## config.mk

```make
export PLATFORM = sky130hd
export DESIGN_NAME = gestor_interrupciones_flat
export DESIGN_NICKNAME = d
export VERILOG_FILES = /design/src/rtl/gestor_interrupciones_pkg.sv /design/src/rtl/gestor_interrupciones_if.sv /design/src/rtl/gestor_interrupciones_detector_flancos.sv /design/src/rtl/gestor_interrupciones.sv /design/src/flat_wrapper.sv
export SDC_FILE = /design/constraint.sdc
export NUM_CORES = 1
export LEC_CHECK = 0
export ABC_AREA = 0
export CORE_MARGIN = 4
export CORE_UTILIZATION = 25
export DETAILED_ROUTE_END_ITERATION = 12
export PLACE_DENSITY = 0.75
export SLEW_MARGIN = 20
export SYNTH_ARGS = -nofsm -noshare
export SYNTH_HDL_FRONTEND = slang
export SYNTH_HIERARCHICAL = 1
export SYNTH_SLANG_ARGS = --single-unit
```

## constraint.sdc

```tcl
create_clock -name clk -period 1.8 [get_ports clk]
set_clock_uncertainty 0.2 [all_clocks]
set_input_delay 0.36 -clock clk [delete_from_list [all_inputs] [get_ports clk]]
set_output_delay 0.36 -clock clk [all_outputs]
set_load 0.005 [all_outputs]
```

## src/rtl/gestor_interrupciones_pkg.sv

```systemverilog
// Shared definitions for the vectored interrupt sequencer.
//   estado_t   : sequencer state (INACTIVO / SERVICIO)
//   AW_DEF     : default address width, equal to the return-stack data width
//   VBASE_DEF  : default vector base; line i vectors to VBASE + i
package pkg_interrupciones;

    localparam int         AW_DEF    = 10;
    localparam logic [9:0] VBASE_DEF = 10'h3F0;

    typedef enum logic {
        INACTIVO = 1'b0,
        SERVICIO = 1'b1
    } estado_t;

endpackage

```

## src/rtl/gestor_interrupciones_if.sv

```systemverilog
// CPU/stack bus between the interrupt sequencer and the return-address stack.
//   pc_sig       : CPU's own next PC, saved as the return address on entry
//   ret_pila     : stack read data, valid combinationally during a pop
//   pila_ocupada : CPU is using the stack itself this cycle
//   sel_pc       : CPU must load pc_out as next PC
//   pc_out       : override PC (vector or return address)
//   push/pop     : stack commands, ORed externally with the CPU's own
//   weSP         : stack-pointer write enable, asserted with push or pop
//   dato_pila    : data written to the stack on push
// Handshake: push/pop/weSP are single-cycle commands with no back-pressure;
// the stack executes them in the cycle they are high. pila_ocupada is the
// only "not ready" indication, and entry is held off while it is high.
// master = sequencer side, slave = CPU/stack side.
interface gestor_interrupciones_if #(
    parameter int AW = 10
);
    logic [AW-1:0] pc_sig;
    logic [AW-1:0] ret_pila;
    logic          pila_ocupada;
    logic          sel_pc;
    logic [AW-1:0] pc_out;
    logic          push;
    logic          pop;
    logic          weSP;
    logic [AW-1:0] dato_pila;

    modport master (
        input  pc_sig, ret_pila, pila_ocupada,
        output sel_pc, pc_out, push, pop, weSP, dato_pila
    );

    modport slave (
        output pc_sig, ret_pila, pila_ocupada,
        input  sel_pc, pc_out, push, pop, weSP, dato_pila
    );
endinterface

```

## src/rtl/gestor_interrupciones_detector_flancos.sv

```systemverilog
// Rising-edge detector and pending-request register.
//   clk, reset : system clock, synchronous active-high reset
//   irq        : raw request lines
//   clr        : one-hot acknowledge, clears the matching pending bit
//   pendientes : pending request bits
module detector_flancos #(
    parameter int NIRQ = 4
) (
    input  logic            clk,
    input  logic            reset,
    input  logic [NIRQ-1:0] irq,
    input  logic [NIRQ-1:0] clr,
    output logic [NIRQ-1:0] pendientes
);

    logic [NIRQ-1:0] irq_prev;
    logic [NIRQ-1:0] subida;

    assign subida = irq & ~irq_prev;

    // A new rise in the same cycle as its acknowledge wins, so that
    // request is not lost.
    always_ff @(posedge clk) begin
        if (reset) begin
            irq_prev   <= '0;
            pendientes <= '0;
        end else begin
            irq_prev   <= irq;
            pendientes <= (pendientes & ~clr) | subida;
        end
    end

endmodule

```

## src/rtl/gestor_interrupciones.sv

```systemverilog
// Vectored interrupt sequencer in front of the return-address stack.
// Latches request edges, picks the lowest pending index, and on entry
// redirects the PC to VBASE+index while pushing the return address.
// On reti it pops the stack and reloads the PC from it. Single level,
// no nesting.
//   clk, reset : system clock, synchronous active-high reset
//   irq        : peripheral request lines (rising edge raises a request)
//   ei, di     : enable / disable interrupts (di wins if both)
//   reti       : return-from-interrupt decoded this cycle
//   bus        : CPU/stack bus (master side)
//   ack        : one-hot acknowledge pulse in the entry cycle
//   pendientes : pending request bits
//   en_curso   : handler executing
//   estado     : current sequencer state, for observation
module gestor_interrupciones
    import pkg_interrupciones::*;
#(
    parameter int            NIRQ  = 4,
    parameter int            AW    = AW_DEF,
    parameter logic [AW-1:0] VBASE = AW'(VBASE_DEF)
) (
    input  logic                    clk,
    input  logic                    reset,
    input  logic [NIRQ-1:0]         irq,
    input  logic                    ei,
    input  logic                    di,
    input  logic                    reti,
    gestor_interrupciones_if.master bus,
    output logic [NIRQ-1:0]         ack,
    output logic [NIRQ-1:0]         pendientes,
    output logic                    en_curso,
    output estado_t                 estado
);

    localparam int SW = (NIRQ > 1) ? $clog2(NIRQ) : 1;

    estado_t       estado_q, estado_sig;
    logic          ie;
    logic [SW-1:0] sel;
    logic          toma, retorno;

    detector_flancos #(.NIRQ(NIRQ)) u_detector (
        .clk        (clk),
        .reset      (reset),
        .irq        (irq),
        .clr        (ack),
        .pendientes (pendientes)
    );

    // Lowest index wins: scan downwards so the last hit is the lowest.
    always_comb begin
        sel = '0;
        for (int i = NIRQ - 1; i >= 0; i--) begin
            if (pendientes[i]) sel = SW'(i);
        end
    end

    always_ff @(posedge clk) begin
        if (reset)   ie <= 1'b0;
        else if (di) ie <= 1'b0;
        else if (ei) ie <= 1'b1;
    end

    always_ff @(posedge clk) begin
        if (reset) estado_q <= INACTIVO;
        else       estado_q <= estado_sig;
    end

    // Entry is refused while the CPU owns the stack or issues reti, so the
    // two never fight over push/pop. A reti in service always pops, even
    // if pila_ocupada is (illegally) high at the same time.
    always_comb begin
        estado_sig = estado_q;
        toma       = 1'b0;
        retorno    = 1'b0;
        case (estado_q)
            INACTIVO: begin
                if (ie && (|pendientes) && !bus.pila_ocupada && !reti) begin
                    toma       = 1'b1;
                    estado_sig = SERVICIO;
                end
            end
            SERVICIO: begin
                if (reti) begin
                    retorno    = 1'b1;
                    estado_sig = INACTIVO;
                end
            end
            default: estado_sig = INACTIVO;
        endcase
    end

    always_comb begin
        bus.sel_pc    = toma | retorno;
        bus.push      = toma;
        bus.pop       = retorno;
        bus.weSP      = toma | retorno;
        bus.pc_out    = '0;
        bus.dato_pila = '0;
        ack           = '0;
        if (toma) begin
            bus.pc_out    = VBASE + AW'(sel);
            bus.dato_pila = bus.pc_sig;
            ack           = NIRQ'(1) << sel;
        end else if (retorno) begin
            bus.pc_out = bus.ret_pila;
        end
    end

    assign en_curso = (estado_q == SERVICIO);
    assign estado   = estado_q;

endmodule

```

## src/flat_wrapper.sv

```systemverilog
// flat-port wrapper written by rule: the top's interface ports become plain ports
module gestor_interrupciones_flat import pkg_interrupciones::*;
#(
    parameter int            NIRQ  = 4,
    parameter int            AW    = AW_DEF,
    parameter logic [AW-1:0] VBASE = AW'(VBASE_DEF)
)
  (clk, reset, irq, ei, di, reti, ack, pendientes, en_curso, estado, bus_pc_sig, bus_ret_pila, bus_pila_ocupada, bus_sel_pc, bus_pc_out, bus_push, bus_pop, bus_weSP, bus_dato_pila);
  gestor_interrupciones_if #(.AW(AW)) bus_i ();
  input  logic clk;
  input  logic reset;
  input  logic [NIRQ-1:0] irq;
  input  logic ei;
  input  logic di;
  input  logic reti;
  output logic [NIRQ-1:0] ack;
  output logic [NIRQ-1:0] pendientes;
  output logic en_curso;
  output estado_t estado;
  input wire logic [$bits(bus_i.pc_sig)-1:0] bus_pc_sig;
  input wire logic [$bits(bus_i.ret_pila)-1:0] bus_ret_pila;
  input wire logic [$bits(bus_i.pila_ocupada)-1:0] bus_pila_ocupada;
  output wire logic [$bits(bus_i.sel_pc)-1:0] bus_sel_pc;
  output wire logic [$bits(bus_i.pc_out)-1:0] bus_pc_out;
  output wire logic [$bits(bus_i.push)-1:0] bus_push;
  output wire logic [$bits(bus_i.pop)-1:0] bus_pop;
  output wire logic [$bits(bus_i.weSP)-1:0] bus_weSP;
  output wire logic [$bits(bus_i.dato_pila)-1:0] bus_dato_pila;
  assign bus_i.pc_sig = bus_pc_sig;
  assign bus_i.ret_pila = bus_ret_pila;
  assign bus_i.pila_ocupada = bus_pila_ocupada;
  assign bus_sel_pc = bus_i.sel_pc;
  assign bus_pc_out = bus_i.pc_out;
  assign bus_push = bus_i.push;
  assign bus_pop = bus_i.pop;
  assign bus_weSP = bus_i.weSP;
  assign bus_dato_pila = bus_i.dato_pila;
  gestor_interrupciones #(.NIRQ(NIRQ), .AW(AW), .VBASE(VBASE)) u_core (.clk(clk), .reset(reset), .irq(irq), .ei(ei), .di(di), .reti(reti), .bus(bus_i), .ack(ack), .pendientes(pendientes), .en_curso(en_curso), .estado(estado));
endmodule
```

# --- Yosys cells after proc, flatten, opt, wreduce, memory -nomap -nowiden ---
# Cells that the tools add are included.
word_totals:
  out_inout_bits: 34
  word_cells: 34
  reg_bits: 10
classes:
  bitwise: 7
  n_addsub: 1
  n_reduce_logical: 7
  n_shift: 1
  n_mux: 14
ops:
  columns: ["cell", "count"]
  rows:
  - ["$mux W10", 3]
  - ["$and A4 B4 Y4", 2]
  - ["$mux W2", 4]
  - ["$not A4 Y4", 2]
  - ["$add A5 B3 Y6 const A", 1]
  - ["$mux W1", 5]
  - ["$mux W4", 1]
  - ["$or A4 B4 Y4", 1]
  - ["$reduce_or A4 Y1", 1]
  - ["$shl A1 B2 Y4 const A", 1]
  - ["$logic_and A1 B1 Y1", 3]
  - ["$logic_not A1 Y1", 2]
  - ["$pmux W1 S2", 1]
  - ["$reduce_or A2 Y1", 1]
  - ["$not A1 Y1", 1]
  - ["$or A1 B1 Y1", 1]

# --- Logic depth before layout (Yosys ltp) ---
# Gate-level depths: netlist (run 1).
depth:
  ltp_word: 10
  ltp_mapped: 5
  depth_no_buf: 5

# --- By module ---
# Netlist (run 1), hierarchy kept.
by_module_without_submodules:
  columns: ["mod", "n_inst", "cells_each", "area_each_um2", "seq_area_each_um2"]
  rows:
  - ["gestor_interrupciones", 1, 52, 370.4, 40.0]
  - ["detector_flancos", 1, 24, 255.2, 160.2]

# --- Worst setup path after synthesis (run 1) ---
# OpenSTA, ideal clock, no wires.
synth_path:
  path_kind: "reg-to-output"
  from: "register u_core.u_detector.pendientes[0]"
  to: "output port bus_weSP"
  arrival_ns: 1.355
  required_time_ns: 1.240
  stages_incl_launch_ff: 5
  slack_ns: -0.115
  n_path_buf: 1
  cell_sequence: "dfxtp_1 -> o41ai_4 -> inv_2 -> or2_1 -> buf_4"
synth_via:
  elab_chain_len: 7
synth_lines:
  columns: ["element", "line", "text"]
  rows:
  - ["from (decl)", "gestor_interrupciones_detector_flancos.sv:13", "output logic [NIRQ-1:0] pendientes"]
  - ["from (signal assigned)", "gestor_interrupciones_detector_flancos.sv:29", "pendientes <= (pendientes & ~clr) | subida;"]
  - ["$reduce_or A4 Y1", "gestor_interrupciones.sv:78", "if (ie && (|pendientes) && !bus.pila_ocupada && !reti) begin"]
  - ["$logic_and A1 B1 Y1 (3 in a row)", "gestor_interrupciones.sv:78", null]
  - ["$mux W1", "gestor_interrupciones.sv:78", null]
  - ["$mux W1", "gestor_interrupciones.sv:76", "case (estado_q)"]
  - ["$or A1 B1 Y1", null, null]
  - ["to (decl)", "flat_wrapper.sv:27", "output wire logic [$bits(bus_i.weSP)-1:0] bus_weSP;"]
# No other way between the ends.

# --- Worst setup path in the final report (run 1) ---
layout_path:
  from: "register u_core.u_detector.pendientes[3]"
  to: "output port bus_dato_pila[4]"
layout_via:
  elab_chain_len: 7
layout_lines:
  columns: ["element", "line", "text"]
  rows:
  - ["$reduce_or A4 Y1", "gestor_interrupciones.sv:78", null]
  - ["$logic_and A1 B1 Y1 (3 in a row)", "gestor_interrupciones.sv:78", null]
  - ["$mux W1", "gestor_interrupciones.sv:78", null]
  - ["$mux W1", "gestor_interrupciones.sv:76", null]
  - ["$mux W10", "gestor_interrupciones.sv:101", "if (toma) begin"]
  - ["to (decl)", "flat_wrapper.sv:28", "output wire logic [$bits(bus_i.dato_pila)-1:0] bus_dato_pila;"]
# No other way between the ends.

==> impl_metrics.env, run 1 <==
export IMPL_finalWorstSetupSlack_ns=-0.460
export IMPL_dieWidth_um=58.0
export IMPL_finalNonFillerCells=184
export IMPL_result_of_the_run="finished, violations left"
export IMPL_dpl_worst_slack_ns=-1.04
export IMPL_cts_root_to_sink_buffers=2
export IMPL_vdd_ir_drop_max_uv=322
export IMPL_timing_critical_path_slowest_stage_cell="sky130_fd_sc_hd__o41ai_4"
export IMPL_worst_setup_sp_type="flip-flop"
export IMPL_fp_row_count=17
export IMPL_timing_setup_critical_path_class="reg -> out"
export IMPL_detailedRoute_firstIterationViolations=15
export IMPL_setup_tns_final_ns=-8.96
export IMPL_antenna_cells=0
export IMPL_fin_crit_ns=2.26
export IMPL_ys_async_sr_fraction=0
export IMPL_setup_viol=25
export IMPL_gr_usage_met2=0.298
export IMPL_clk_pin_slew_worst_paths_ns=0.06
export IMPL_synth_seq_cells=10
export IMPL_detail_route_wl_per_cell_um=14.6
export IMPL_drt_drc_violations_left=0
export IMPL_critPathCaptureType="output port"
export IMPL_crit_required_ns=1.24
export IMPL_groute_layer_met1_usage=0.155
export IMPL_overall_die_height_um=58.0
export IMPL_worst_path_largest_cell_delay_ns=0.46
export IMPL_final_max_slew_violation_count=0
export IMPL_route_vias_total=814
export IMPL_flow_area_growth_from_synthesis_pct=133
export IMPL_cts_inserted_buffers=3
export IMPL_fmaxAchievable_ghz=0.443
export IMPL_tritoncts="yes"
export IMPL_critical_path_cell_chain="o41ai_4, clkinvlp_4, buf_6, and2_4, buf_6"
export IMPL_count_of_flip_flops_with_a_built_in_enable_after_synthesis=0
export IMPL_clkLatencyLatePin_ns=0.26
export IMPL_power_leakage_nw=0.724
export IMPL_ctsHtreeMaxLevel=1
export IMPL_number_of_standard_cells_after_synthesis=76
export IMPL_clock_root_buffer="sky130_fd_sc_hd__clkbuf_4"
export IMPL_timing_worst_slew_pin_value_ns=0.386
export IMPL_synth_sequential_area_ratio=0.320
export IMPL_synth_net_count=106
export IMPL_ys_top_cells_by_count="sky130_fd_sc_hd__nand2_1 (15), sky130_fd_sc_hd__dfxtp_1 (10), sky130_fd_sc_hd__and2_4 (9), sky130_fd_sc_hd__nand2b_1 (9)"
export IMPL_synth_top_cell_area_share=0.320
export IMPL_placed_cells=172
export IMPL_post_layout_total_power_mw=0.604
export IMPL_place_hpwl_um=1960
export IMPL_layout_drive_gt1_share=0.481
export IMPL_drt_first_pass_iters=3
export IMPL_holdCritPathClass="in -> reg"
export IMPL_netlist_area_sq_um=626
export IMPL_post_synth_top_area_cell="sky130_fd_sc_hd__dfxtp_1"
export IMPL_grt_pass1_vias=857
export IMPL_core_area_sq_mm=0.00230
export IMPL_synth_lib_cells_used_distinct=21
export IMPL_grt_max_degree=11
export IMPL_die_area_sq_mm=0.00337
export IMPL_yosysWarningCount=6
export IMPL_cts_hold_buf=0
export IMPL_routed_wl_um=2690
export IMPL_violations="setup timing"
export IMPL_nFillCells=190
export IMPL_final_hold_viol_count=0
export IMPL_maxCapViolCount=0
export IMPL_grt_first_pass_wirelength_um=4020
export IMPL_antenna_found_initial=0
export IMPL_global_route_usage_met3=0.0356
export IMPL_most_crowded_layer_gr="met2"
export IMPL_rsz0062_at_grt="yes"
export IMPL_initial_utilization=0.272
export IMPL_critical_path_most_common_cell="sky130_fd_sc_hd__buf_6"
export IMPL_grt_usage=0.155
export IMPL_routabilityCongestion=0.892
export IMPL_crit_arrival_ns=1.70
export IMPL_io_buffers=63
export IMPL_syn_mean_instance_area_sq_um=8.23
export IMPL_crit_family="buffers and inverters"
export IMPL_timing_critical_path_fanout_max=6
export IMPL_boundaryPins=64
export IMPL_cp_buffers_inverters=3
export IMPL_ant_nets=0
export IMPL_period_share=1.26
export IMPL_grt_overflow_total=0
export IMPL_yosys_most_used_dff="sky130_fd_sc_hd__dfxtp_1"
export IMPL_viasPerCell=4.42
export IMPL_cts_sink_count=10
export IMPL_max_slew_margin=0.742
export IMPL_num_nets_final=187
export IMPL_top_post_synthesis_cells_by_area="sky130_fd_sc_hd__dfxtp_1 (32%), sky130_fd_sc_hd__and2_4 (13%), sky130_fd_sc_hd__nand2_1 (9.0%)"
export IMPL_yosysMostFrequentCell="sky130_fd_sc_hd__nand2_1"
export IMPL_power_density_mw_per_mm2=414
## area by class of cell
class / instances / area (sq um) / share of cell area
flip-flops and latches: 10 / 208 / 0.142
inverters: 1 / 11.3 / 0.00772
repair buffers: 79 / 741 / 0.508
clock buffers: 4 / 36.3 / 0.0249
multi-input cells: 61 / 420 / 0.288
well taps: 28 / 35.0 / 0.0240
repair inverters: 1 / 7.51 / 0.00515
## worst min-delay path, stage by stage
cell	delay [ns]
sky130_fd_sc_hd__buf_2	0.13
sky130_fd_sc_hd__nand2b_1	0.12
sky130_fd_sc_hd__a21oi_1	0.06
## through the flow
| step | instance area (sq um) | hold WS, ns | utilization |
|---|---|---|---|
| global route | 1460 | 0.278 | 0.635 |
| finish | 1460 | 0.251 | 0.635 |
| CTS | 1420 | 0.234 | 0.616 |
| floorplan | 628 | 0.222 | - |
| global placement | 1330 | 0.267 | 0.580 |
| detailed placement | 1330 | 0.278 | 0.580 |
## what timing repair did
item                       CTS  global route
setup endpoints to repair   37            27
buffers inserted             9             1
gates resized for setup    147            14
cloned                       1             0
pin swaps                   12             6
## registers in the layout (all words and copies together) (netlist names)
| name | cells |
|---|---|
| u_core/u_detector/pendientes | 4 |
| u_core/u_detector/irq_prev | 4 |
| u_core/ie | 1 |
| u_core/en_curso | 1 |
## routing by layer
metal | vias up | part of all wire | wire [um]
li1 | 404 | - | -
met1 | 353 | 0.36 | 983
met2 | 53 | 0.51 | 1380
met3 | 4 | 0.11 | 290
met4 | 0 | 0.014 | 37
met5 | - | 0 | 0
## worst paths after layout
kind | slack, ns | end | cells past startpoint | startpoint
worst max register to register | 0.14 | u_core/u_detector/pendientes[3] | 7 | u_core/en_curso
worst min register to register | 0.28 | u_core/u_detector/pendientes[0] | 2 | u_core/u_detector/irq_prev[0]
worst max-delay path | -0.46 | bus_dato_pila[4] | 5 | u_core/u_detector/pendientes[3]
worst min-delay path | 0.25 | u_core/en_curso | 3 | reti
## logic make-up (layout without fill, tap and decap cells)
group	after synthesis	after routing	synth area share
AND/OR/NAND/NOR	53	53	0.522
AO/OA/AOI/OAI	8	8	0.104
buffers and inverters	5	85	0.0540
flip-flops	10	10	0.320
## where the power goes
| group | internal (mW) | total, mW | switching, mW |
|---|---|---|---|
| Combinational | 0.107 | 0.160 | 0.0526 |
| Sequential | 0.236 | 0.246 | 0.00940 |
| Clock | 0.123 | 0.198 | 0.0756 |
| Total | 0.466 | 0.604 | 0.138 |
## cell usage in the layout (no fill, tap or decap), drive strengths merged
| master | instances |
|---|---|
| nor4b | 1 |
| nor2b | 5 |
| nand3b | 1 |
| inv | 1 |
| clkdlybuf4s50 | 27 |
| o41ai | 1 |
| or2 | 1 |
| o21bai | 1 |
| and3b | 1 |
| o21ai | 1 |
| nor3 | 1 |
| dfxtp | 10 |
| dlygate4sd2 | 9 |
| and3 | 3 |
| buf | 42 |
| clkbuf | 4 |
| nand2b | 9 |
| nand2 | 15 |
| nor2 | 4 |
| a21oi | 5 |
| clkinvlp | 1 |
| and2 | 12 |
| clkdlybuf4s15 | 1 |
No activity file was read; power rests on OpenSTA's default activity.
==> run 2, diff against run 1 <==
--- a/config.mk
+++ b/config.mk
@@ -10,8 +10,9 @@
 export CORE_UTILIZATION = 25
 export DETAILED_ROUTE_END_ITERATION = 12
 export PLACE_DENSITY = 0.75
-export SLEW_MARGIN = 20
+export SLEW_MARGIN = 40
 export SYNTH_ARGS = -nofsm -noshare
 export SYNTH_HDL_FRONTEND = slang
 export SYNTH_HIERARCHICAL = 1
 export SYNTH_SLANG_ARGS = --single-unit
+export TNS_END_PERCENT = 30
==> impl_metrics.env, run 2 (synthesized netlist as in run 1, its figures left out) <==
export IMPL_power_leakage_nw=0.755
export IMPL_rsz0062_at_grt="yes"
export IMPL_dieWidth_um=58.0
export IMPL_crit_required_ns=1.24
export IMPL_nFillCells=200
export IMPL_result_of_the_run="finished, violations left"
export IMPL_critPathCaptureType="output port"
export IMPL_final_hold_viol_count=0
export IMPL_layout_drive_gt1_share=0.485
export IMPL_holdCritPathClass="reg -> reg"
export IMPL_period_share=1.31
export IMPL_drt_first_pass_iters=4
export IMPL_cts_inserted_buffers=3
export IMPL_timing_setup_critical_path_class="reg -> out"
export IMPL_timing_worst_slew_pin_value_ns=0.438
export IMPL_routabilityCongestion=0.786
export IMPL_flow_area_growth_from_synthesis_pct=139
export IMPL_fmaxAchievable_ghz=0.425
export IMPL_setup_tns_final_ns=-8.90
export IMPL_antenna_cells=0
export IMPL_drt_drc_violations_left=0
export IMPL_routed_wl_um=2700
export IMPL_cts_sink_count=10
export IMPL_fin_crit_ns=2.35
export IMPL_timing_critical_path_fanout_max=4
export IMPL_num_nets_final=194
export IMPL_grt_overflow_total=0
export IMPL_vdd_ir_drop_max_uv=457
export IMPL_antenna_found_initial=0
export IMPL_place_hpwl_um=1910
export IMPL_die_area_sq_mm=0.00337
export IMPL_tritoncts="yes"
export IMPL_fp_row_count=17
export IMPL_grt_max_degree=11
export IMPL_crit_arrival_ns=1.79
export IMPL_grt_first_pass_wirelength_um=4060
export IMPL_cts_root_to_sink_buffers=2
export IMPL_final_max_slew_violation_count=0
export IMPL_initial_utilization=0.272
export IMPL_dpl_worst_slack_ns=-0.997
export IMPL_grt_usage=0.158
export IMPL_core_area_sq_mm=0.00230
export IMPL_detail_route_wl_per_cell_um=14.1
export IMPL_maxCapViolCount=0
export IMPL_final_common_cell="sky130_fd_sc_hd__clkdlybuf4s50_1"
export IMPL_clkLatencyLatePin_ns=0.27
export IMPL_ctsHtreeMaxLevel=1
export IMPL_route_vias_total=830
export IMPL_power_density_mw_per_mm2=409
export IMPL_finalWorstSetupSlack_ns=-0.551
export IMPL_max_slew_margin=0.707
export IMPL_boundaryPins=64
export IMPL_clock_root_buffer="sky130_fd_sc_hd__clkbuf_4"
export IMPL_ant_nets=0
export IMPL_detailedRoute_firstIterationViolations=5
export IMPL_grt_pass1_vias=856
export IMPL_io_buffers=63
export IMPL_reg_largest_list="u_core/u_detector/irq_prev x4, u_core/u_detector/pendientes x4"
export IMPL_viasPerCell=4.35
export IMPL_violations="setup timing"
export IMPL_final_cell_mix="sky130_fd_sc_hd__clkdlybuf4s50_1 (27), sky130_fd_sc_hd__buf_6 (25), sky130_fd_sc_hd__nand2_1 (13)"
export IMPL_overall_die_height_um=58.0
export IMPL_post_layout_total_power_mw=0.612
export IMPL_clk_pin_slew_worst_paths_ns=0.07
export IMPL_setup_viol=25
export IMPL_worst_setup_sp_type="flip-flop"
==> run 2: changes by cell type in the layout (fill, tap and decap cells not counted), sizes merged <==
| cell | previous run | this run |
|---|---|---|
| dlygate4sd2 | 9 | 6 |
| clkbuf | 4 | 7 |
| clkdlybuf4s15 | 1 | 4 |
| buf | 42 | 46 |
==> run 2: per-stage QoR <==
stage	cell area, sq um	utilization	cells	hold WS, ns
global placement	1340	0.583	173	0.263
global route	1500	0.651	191	0.310
floorplan	628	-	76	0.222
finish	1500	0.651	191	0.273
CTS	1460	0.637	189	0.279
detailed placement	1340	0.583	173	0.269
==> run 2: critical path: stages, from the launching register on <==
cell and delay (ns):
sky130_fd_sc_hd__dfxtp_2 0.33, sky130_fd_sc_hd__o41ai_4 0.50, sky130_fd_sc_hd__clkinvlp_4 0.20, sky130_fd_sc_hd__buf_6 0.15, sky130_fd_sc_hd__buf_6 0.11, sky130_fd_sc_hd__and2_4 0.13
sky130_fd_sc_hd__buf_6 0.11
==> run 2: path summary, 6_finish.rpt <==
path	cells after the start	slack, ns	end	startpoint
max	6	-0.55	bus_dato_pila[8]	u_core/u_detector/pendientes[0]
min	2	0.27	u_core/u_detector/pendientes[1]	u_core/u_detector/irq_prev[1]
max reg2reg	6	0.16	u_core/en_curso	u_core/en_curso
min reg2reg	2	0.27	u_core/u_detector/pendientes[1]	u_core/u_detector/irq_prev[1]
==> run 2: timing repair <==
| item | in CTS | in global routing |
|---|---|---|
| pin swaps | 13 | 3 |
| gates cloned | 1 | 0 |
| endpoints found under the setup margin | 35 | 28 |
| gates resized for setup | 133 | 19 |
| hold buffers | 0 | 0 |
| setup buffers | 11 | 2 |
==> run 2: area by class of cell <==
type                       count  area (sq um)  area share
sequential                    10           208       0.139
clock buffer                   4          36.3      0.0242
timing repair buffer          86           797       0.533
inverter                       1          3.75     0.00251
multi-input combinational     61           409       0.273
tap                           28          35.0      0.0234
timing repair inverter         1          7.51     0.00502
==> run 2: metal layers <==
layer,vias to the layer above,track usage,share of wire
li1,417,-,-
met5,-,0,0
met3,6,0.0468,0.10
met1,359,0.161,0.35
met2,48,0.295,0.53
met4,0,0.0695,0.019
==> run 2: power by group <==
group          leakage, nW  switching [mW]  internal (mW)
Combinational        0.649          0.0527          0.112
Sequential          0.0849         0.00976          0.236
Clock               0.0210          0.0777          0.123
Total                0.755           0.140          0.471
